[src/rtl/vga_layer_arbiter_if.sv]
// vga_layer_arbiter_if: layer inputs, priority config and RGB/collision outputs.
// master drives layers and config, slave is the arbiter.
interface vga_layer_arbiter_if #(
  parameter int NUM_LAYERS = 8,
  parameter int COLOR_W    = 24
);
  logic                          active;
  logic                          frame_start;
  logic [NUM_LAYERS-1:0]         layer_valid;
  logic [NUM_LAYERS*COLOR_W-1:0] layer_color;
  logic                          cfg_wr;
  logic [2:0]                    cfg_slot;
  logic [2:0]                    cfg_layer;
  logic                          cfg_en_wr;
  logic [NUM_LAYERS-1:0]         cfg_en;
  logic                          flash;
  logic [COLOR_W-1:0]            pix_out;
  logic [1:0]                    coll;
  logic                          cfg_live;

  modport master (
    output active, frame_start, layer_valid, layer_color,
    output cfg_wr, cfg_slot, cfg_layer, cfg_en_wr, cfg_en, flash,
    input  pix_out, coll, cfg_live
  );

  modport slave (
    input  active, frame_start, layer_valid, layer_color,
    input  cfg_wr, cfg_slot, cfg_layer, cfg_en_wr, cfg_en, flash,
    output pix_out, coll, cfg_live
  );
endinterface

[src/rtl/vga_layer_arbiter.sv]
// vga_layer_arbiter: frame-shadowed priority/enable table, 2-stage pixel mux, overlap monitors.
// Define LAYER_ARB_FLASH_EN to build the full-screen flash override.
module vga_layer_arbiter #(
  parameter int                 NUM_LAYERS    = 8,
  parameter int                 COLOR_W       = 24,
  parameter logic [COLOR_W-1:0] DEFAULT_COLOR = 24'h00FFFF,
  parameter int                 HOLD_CYCLES   = 416800,
  parameter int                 COLL0_A       = 8,
  parameter int                 COLL0_B       = 7,
  parameter int                 COLL1_A       = 8,
  parameter int                 COLL1_B       = 5
) (
  input logic               clk,
  input logic               rst,
  vga_layer_arbiter_if.slave bus
);

  typedef enum logic {WAIT_FRAME, RUN} state_t;

  // A monitor index outside the layer range selects nothing, leaving that monitor idle.
  function automatic logic [NUM_LAYERS-1:0] sel_mask(input int idx);
    sel_mask = '0;
    if (idx >= 0 && idx < NUM_LAYERS) sel_mask[idx] = 1'b1;
  endfunction

  localparam logic [NUM_LAYERS-1:0] M0A = sel_mask(COLL0_A);
  localparam logic [NUM_LAYERS-1:0] M0B = sel_mask(COLL0_B);
  localparam logic [NUM_LAYERS-1:0] M1A = sel_mask(COLL1_A);
  localparam logic [NUM_LAYERS-1:0] M1B = sel_mask(COLL1_B);
  localparam logic [19:0]           HOLD = 20'(HOLD_CYCLES);

  state_t                state;
  logic                  live_q;
  logic [2:0]            pend_prio [NUM_LAYERS];
  logic [2:0]            live_prio [NUM_LAYERS];
  logic [NUM_LAYERS-1:0] pend_en;
  logic [NUM_LAYERS-1:0] live_en;
  logic                  cfg_ok;

  logic                  s1_active;
  logic [NUM_LAYERS-1:0] s1_valid;
  logic [NUM_LAYERS-1:0] s1_raw;
  logic [COLOR_W-1:0]    s1_col [NUM_LAYERS];

  logic                  s2_hit;
  logic [COLOR_W-1:0]    pix_d;
  logic [COLOR_W-1:0]    pix_q;
  logic [1:0]            det;
  logic [19:0]           cnt [2];

  assign cfg_ok = bus.cfg_wr
               && ({1'b0, bus.cfg_slot}  < 4'(NUM_LAYERS))
               && ({1'b0, bus.cfg_layer} < 4'(NUM_LAYERS));

  always_ff @(posedge clk) begin
    if (rst) begin
      state   <= WAIT_FRAME;
      live_q  <= 1'b0;
      pend_en <= '1;
      live_en <= '1;
      for (int i = 0; i < NUM_LAYERS; i++) begin
        pend_prio[i] <= 3'(i);
        live_prio[i] <= 3'(i);
      end
    end else begin
      // Live copy takes the pending value from before any same-cycle write.
      if (bus.frame_start) begin
        live_prio <= pend_prio;
        live_en   <= pend_en;
        state     <= RUN;
        live_q    <= 1'b1;
      end
      for (int i = 0; i < NUM_LAYERS; i++)
        if (cfg_ok && bus.cfg_slot == 3'(i))
          pend_prio[i] <= bus.cfg_layer;
      if (bus.cfg_en_wr) pend_en <= bus.cfg_en;
    end
  end

  always_ff @(posedge clk) begin
    if (rst) begin
      s1_active <= 1'b0;
      s1_valid  <= '0;
      s1_raw    <= '0;
      for (int i = 0; i < NUM_LAYERS; i++) s1_col[i] <= '0;
    end else begin
      s1_active <= bus.active;
      s1_valid  <= bus.layer_valid & live_en;
      s1_raw    <= bus.layer_valid & {NUM_LAYERS{bus.active}};
      for (int i = 0; i < NUM_LAYERS; i++)
        s1_col[i] <= bus.layer_color[i*COLOR_W +: COLOR_W];
    end
  end

`ifdef LAYER_ARB_FLASH_EN
  logic s1_flash;

  always_ff @(posedge clk) begin
    if (rst) s1_flash <= 1'b0;
    else     s1_flash <= bus.flash;
  end
`endif

  always_comb begin
    s2_hit = 1'b0;
    pix_d  = DEFAULT_COLOR;
    for (int i = 0; i < NUM_LAYERS; i++) begin
      if (!s2_hit && s1_valid[live_prio[i]]) begin
        s2_hit = 1'b1;
        pix_d  = s1_col[live_prio[i]];
      end
    end
`ifdef LAYER_ARB_FLASH_EN
    if (s1_flash && !s1_valid[live_prio[0]]) pix_d = '1;
`endif
    if (state != RUN || !s1_active) pix_d = '0;
  end

  always_ff @(posedge clk) begin
    if (rst) pix_q <= '0;
    else     pix_q <= pix_d;
  end

  // Monitors look at raw valids so disabled layers still collide.
  assign det[0] = |(s1_raw & M0A) & |(s1_raw & M0B);
  assign det[1] = |(s1_raw & M1A) & |(s1_raw & M1B);

  always_ff @(posedge clk) begin
    for (int k = 0; k < 2; k++) begin
      if (rst)
        cnt[k] <= '0;
      else if (cnt[k] != '0)
        cnt[k] <= cnt[k] - 20'd1;
      else if (det[k] && state == RUN)
        cnt[k] <= HOLD;
    end
  end

  assign bus.pix_out  = pix_q;
  assign bus.cfg_live = live_q;
  assign bus.coll     = {cnt[1] != '0, cnt[0] != '0};

endmodule

[src/flat_wrapper.sv]
// flat-port wrapper written by rule: the top's interface ports become plain ports
module vga_layer_arbiter_flat 
#(
  parameter int                 NUM_LAYERS    = 8,
  parameter int                 COLOR_W       = 24,
  parameter logic [COLOR_W-1:0] DEFAULT_COLOR = 24'h00FFFF,
  parameter int                 HOLD_CYCLES   = 416800,
  parameter int                 COLL0_A       = 8,
  parameter int                 COLL0_B       = 7,
  parameter int                 COLL1_A       = 8,
  parameter int                 COLL1_B       = 5
)
  (clk, rst, bus_active, bus_frame_start, bus_layer_valid, bus_layer_color, bus_cfg_wr, bus_cfg_slot, bus_cfg_layer, bus_cfg_en_wr, bus_cfg_en, bus_flash, bus_pix_out, bus_coll, bus_cfg_live);
  vga_layer_arbiter_if #(.NUM_LAYERS(NUM_LAYERS), .COLOR_W(COLOR_W)) bus_i ();
  input logic clk;
  input logic rst;
  input wire logic [$bits(bus_i.active)-1:0] bus_active;
  input wire logic [$bits(bus_i.frame_start)-1:0] bus_frame_start;
  input wire logic [$bits(bus_i.layer_valid)-1:0] bus_layer_valid;
  input wire logic [$bits(bus_i.layer_color)-1:0] bus_layer_color;
  input wire logic [$bits(bus_i.cfg_wr)-1:0] bus_cfg_wr;
  input wire logic [$bits(bus_i.cfg_slot)-1:0] bus_cfg_slot;
  input wire logic [$bits(bus_i.cfg_layer)-1:0] bus_cfg_layer;
  input wire logic [$bits(bus_i.cfg_en_wr)-1:0] bus_cfg_en_wr;
  input wire logic [$bits(bus_i.cfg_en)-1:0] bus_cfg_en;
  input wire logic [$bits(bus_i.flash)-1:0] bus_flash;
  output wire logic [$bits(bus_i.pix_out)-1:0] bus_pix_out;
  output wire logic [$bits(bus_i.coll)-1:0] bus_coll;
  output wire logic [$bits(bus_i.cfg_live)-1:0] bus_cfg_live;
  assign bus_i.active = bus_active;
  assign bus_i.frame_start = bus_frame_start;
  assign bus_i.layer_valid = bus_layer_valid;
  assign bus_i.layer_color = bus_layer_color;
  assign bus_i.cfg_wr = bus_cfg_wr;
  assign bus_i.cfg_slot = bus_cfg_slot;
  assign bus_i.cfg_layer = bus_cfg_layer;
  assign bus_i.cfg_en_wr = bus_cfg_en_wr;
  assign bus_i.cfg_en = bus_cfg_en;
  assign bus_i.flash = bus_flash;
  assign bus_pix_out = bus_i.pix_out;
  assign bus_coll = bus_i.coll;
  assign bus_cfg_live = bus_i.cfg_live;
  vga_layer_arbiter #(.NUM_LAYERS(NUM_LAYERS), .COLOR_W(COLOR_W), .DEFAULT_COLOR(DEFAULT_COLOR), .HOLD_CYCLES(HOLD_CYCLES), .COLL0_A(COLL0_A), .COLL0_B(COLL0_B), .COLL1_A(COLL1_A), .COLL1_B(COLL1_B)) u_core (.clk(clk), .rst(rst), .bus(bus_i));
endmodule
[config.mk]
export PLATFORM = sky130hd
export DESIGN_NAME = vga_layer_arbiter_flat
export DESIGN_NICKNAME = d
export VERILOG_FILES = /design/src/rtl/vga_layer_arbiter_if.sv /design/src/rtl/vga_layer_arbiter.sv /design/src/flat_wrapper.sv
export SDC_FILE = /design/constraint.sdc
export NUM_CORES = 1
export LEC_CHECK = 0
export ABC_CLOCK_PERIOD_IN_PS = 2800
export CORE_ASPECT_RATIO = 2
export CORE_MARGIN = 5
export CORE_UTILIZATION = 60
export CTS_BUF_LIST = sky130_fd_sc_hd__clkbuf_8
export CTS_CLUSTER_DIAMETER = 120
export DETAILED_ROUTE_END_ITERATION = 12
export GPL_ROUTABILITY_DRIVEN = 0
export PLACE_DENSITY = 0.84
export SETUP_SLACK_MARGIN = 0.3
export SLEW_MARGIN = 5
export SYNTH_ARGS = -nofsm -noshare
export SYNTH_HDL_FRONTEND = slang
export SYNTH_SLANG_ARGS = --single-unit
export TNS_END_PERCENT = 20
[constraint.sdc]
create_clock -name clk -period 2.8 [get_ports clk]
set_input_delay 0.84 -clock clk [delete_from_list [all_inputs] [get_ports clk]]
set_output_delay 0.84 -clock clk [all_outputs]
set_load 0.02 [all_outputs]
---- Yosys cells after proc, flatten, opt, wreduce, memory -nomap -nowiden ----
Memory sizes are Yosys's and may differ from the RTL's. A register that Yosys moved wholly into a read port is not among the register bits.
Cells that the tools add are included.
word-level totals
  flip-flop bits (word level) ............. 98
  bits in writable memories ............... 232
  input bits .............................. 221
  output and inout port bits .............. 27
  word-level logic and storage cells ...... 147
  memories ................................ 2
memory list
  name           words  bits a word  read ports  clocked after Yosys merged registers in  write ports  RTL line                 text
  u_core.s1_col  8      24           8           8                                        8            vga_layer_arbiter.sv:43  logic [COLOR_W-1:0] s1_col [NUM_LAYERS];
  u_core.cnt     2      20           2           0                                        2            vga_layer_arbiter.sv:49  logic [19:0] cnt [2];
operators by class
  add/sub/neg operators ................... 2
  $lt $le $gt $ge ......................... 8
  equality and inequality tests ........... 7
  muxes and demuxes ....................... 66
  bitwise logic cells ..................... 12
  reductions and logical operators ........ 28
operators with widths
  cell                     number
  $mux W24                 16
  $mux W3                  16
  $mux W20                 2
  $reduce_bool A20 Y1      2
  $sub A20 B1 Y20 const B  2
  $lt A3 B4 Y1 const B     8
  $bmux W1 S3              8
  $mux W1                  24
  $logic_and A1 B1 Y1      15
  $eq A3 B3 Y1 const B     4
  $or A1 B1 Y1             10
  $and A8 B8 Y8            1
  $logic_not A1 Y1         8
  $eq A3 B2 Y1 const B     2
  $eq A3 B1 Y1 const B     1
  $logic_not A3 Y1         1
  $reduce_or A2 Y1         1
  $logic_or A1 B1 Y1       1
  $not A1 Y1               1

---- Longest topological paths before layout ----
  word-level depth ........................ 24
  mapped depth ............................ 10
  depth with buffers taken out ............ 7

---- Worst setup path before layout ----
OpenSTA, ideal clock, no wires.
  path type ............................... reg-to-output
  from .................................... mem u_core.cnt[1][11]
  to ...................................... out bus_coll[1]
  arrival ................................. 1,813 ps
  data required time ...................... 1,960 ps
  path slack .............................. 147 ps
  cell stages (with the launch flop) ...... 5
  path buffers ............................ 0
  cell sequence ........................... edfxtp_1 or4_1 nor4_1 nand2b_1 or3_1
RTL lines
  element             RTL line                 text
  start: declaration  vga_layer_arbiter.sv:49
  end: declaration    flat_wrapper.sv:28       output wire logic [$bits(bus_i.coll)-1:0] bus_coll;

==> metrics.cfg <==
[route]
dr.first_iter.drc_count=2977
postRouteAntennaNets=0
wl_um=79400
met1_length_um=22800
top_layer=met4
vias=20400
wl_met3_um=9400
wire_per_inst_um=28.9
first_pass_iters=8
via_per_inst=7.45
drc=0
wl_met2_um=38800

[critical_path]
end_kind=primary output
cp-startpoint=u_core.cnt[1][4]$_SDFFCE_PN0P_
critPathLaunchType=flop
criticalPathCategory=flop to primary output
cp_max_fo=2
cp.arrival_ns=2.50
r2r-start=u_core.live_prio[21]$_SDFFE_PP0P_
worstPathRequired_ns=1.96

[die]
core_mm2=0.0394
ioPinCount=248
start_util=0.605
die_x_um=151
num_rows=103
die_y_um=292
fp.dieArea_mm2=0.0441

[global_routing]
grt_pass1_wl_um=118000
antenna_found_initial=2
grt_pass1_vias=21100
grt_max_degree=77
track_usage=0.348
grt-ovfl-total=0

[yosys]
synthesis.nets=2140
synth_common_cells=389 x mux4_2, 314 x dfxtp_1, 247 x nor2b_1
syn_avg_cell_area_um2=12.5
syn_inst=1915
synth_compound_area_frac=0.0657
synth-simple-area-share=0.117
synthesis.area_mm2=0.0239
async_flop_share=0
synth_xor_xnor_area_share=0.0117
synthMuxAreaShare=0.458
synth_ff_type=dfxtp_1
synth_fa_ha_area_frac=0.00210
yosys.area.top_type=mux4_2
synth_top_area_share=0.367
yosysWarnings=0
synthMostInstantiatedCell=mux4_2
synth-seq-area-share=0.314
synth_top_family_by_area=multiplexers
synth_edf_count=40
synth-seq-cells=354
synth.area.top_cells=mux4_2 37%, dfxtp_1 26%, mux2i_1 7.8%
synth_cell_types=51

[run_status]
violations=negative setup slack
status=finished with violations

[placed_design]
preCtsSetupSlack_ns=-0.322
io_buffer_count=246
dp_cells=2623
dpl.hpwl_um=52400

[timing]
tightest_slew_ns=0.881
max_freq_mhz=299
fin_crit_sh=1.19
hold_viol_final=0
rsz0062_at_grt=yes
worst_slack_ns=-0.540
timing.slew.headroom=0.413
slew_violations=0
skew_ns=0.0207
fin_crit_ns=3.34
setup_viol=2

[cts]
cts.clk_slew.worst_paths_ns=0.08
cts.sinks=354
clk_latency_ns=0.65
ctsHoldBuffers=0
cts_buffers=50
htreeDepth=2
cts_tree=built
cts_buffer_depth=3
clock-root-buffer=clkbuf_8

[hold_path]
hp-class=flop to flop
min_from=u_core.live_en[5]$_SDFFE_PP1P_

[cells_and_area]
stdcell_count=2743
utilization=0.745
drive_gt1_frac=0.338
nets=2403
num-fill-cells=2453
area_growth_pct=23.1
multi_input_area_mm2=0.0161
regArea_mm2=0.00755

[power]
p_leak_nw=10.8
ir_drop_v=0.000886
cellPowerDensity_mw_per_mm2=528

[flow_run]
maxCapViolations=0

-- final timing paths --
check                                                          to  slack [ns]  cells past startpoint
worst max-delay path                                  bus_coll[1]       -0.54                      5
worst min-delay path                u_core.s1_valid[5]$_SDFF_PP0_        0.42                      2
worst max register to register  u_core.bus.pix_out[13]$_SDFF_PP0_        0.14                     10
worst min register to register      u_core.s1_valid[5]$_SDFF_PP0_        0.42                      2
-- metrics by stage --
stage | power [W] | area (um^2) | hold WS (ns) | TNS [ns]
3_5_place_dp | 0.0104 | 27400 | 0.418 | -0.532
4_1_cts | 0.0153 | 28800 | 0.427 | -1.02
5_1_grt | 0.0161 | 29400 | 0.439 | -1.14
3_3_place_gp | 0.0102 | 27400 | 0.414 | -0.500
2_1_floorplan | 0.00884 | 23900 | 0.405 | 0
6_report | 0.0155 | 29400 | 0.419 | -0.958
-- cell type report --
type / count / area share
Sequential cell: 354 / 0.257
Clock buffer: 56 / 0.0262
Multi-Input combinational cell: 1377 / 0.547
Clock inverter: 35 / 0.0129
Inverter: 8 / 0.00102
Timing Repair Buffer: 387 / 0.134
Antenna cell: 1 / 0.0000852
Tap cell: 525 / 0.0224
-- power breakdown --
part	total, W	internal (W)	leakage, nW	switching (W)
Sequential	0.00637	0.00568	3.08	0.000685
Combinational	0.00450	0.00246	7.09	0.00203
Clock	0.00466	0.00253	0.625	0.00213
Total	0.0155	0.0107	10.8	0.00485
-- sequential cells by signal, indices dropped and copies added, names as in the netlist, named ones only --
register,cells
u_core.bus.cfg_live,1
u_core.bus.pix_out,24
u_core.cnt,40
u_core.live_en,8
u_core.live_prio,24
u_core.pend_en,8
u_core.pend_prio,24
u_core.s1_active,1
u_core.s1_col,192
u_core.s1_valid,8
-- cell families after synthesis --
kind of cell / after synthesis
xor gates and xnor gates: 32
AOI/OAI and AO/OA: 221
and+or+nand+nor: 518
muxes: 602
DFF: 354
adders and majority gates: 4
buffers and inverters: 184
-- layout by cell type (no fill, tap or decap), types with 8 or more instances in the layout --
cell             instances
buf_12                  23
nor2b_1                247
mux2_2                  25
nor3_1                  21
a221o_1                 18
buf_6                   12
a21oi_2                  8
dfxtp_4                  9
xor2_1                  11
o22ai_1                 24
edfxtp_1                40
inv_1                   18
clkbuf_8                57
o21ai_2                 14
o21ai_0                  9
dfxtp_2                 22
nand2_1                 35
a221oi_1                16
mux2i_1                183
clkdlybuf4s50_1        232
a211oi_1                25
dfxtp_1                283
a211o_1                 40
buf_4                  102
a31oi_1                  8
nor2_1                 138
mux4_2                 389
xnor2_1                 21
a21oi_1                 31
nor2_4                  14
-- critical path, stage by stage (launching register included) --
cell      delay, ns
edfxtp_1       0.41
or4_4          0.58
nor3_4         0.20
nand4b_1       0.13
or3_4          0.40
buf_6          0.14
-- layer usage --
metal | GRT usage | vias up
met4 | 0.275 | 0
met3 | 0.0767 | 695
met5 | 0 | -
met1 | 0.381 | 9699
met2 | 0.576 | 1941
li1 | - | 8095
-- timing repair --
action	CTS	global route
gates resized for setup	39	111
gates cloned	0	5
setup endpoints to repair	52	90
pin swaps	4	56
buffers inserted	15	8
No activity file was read; power rests on OpenSTA's default activity.
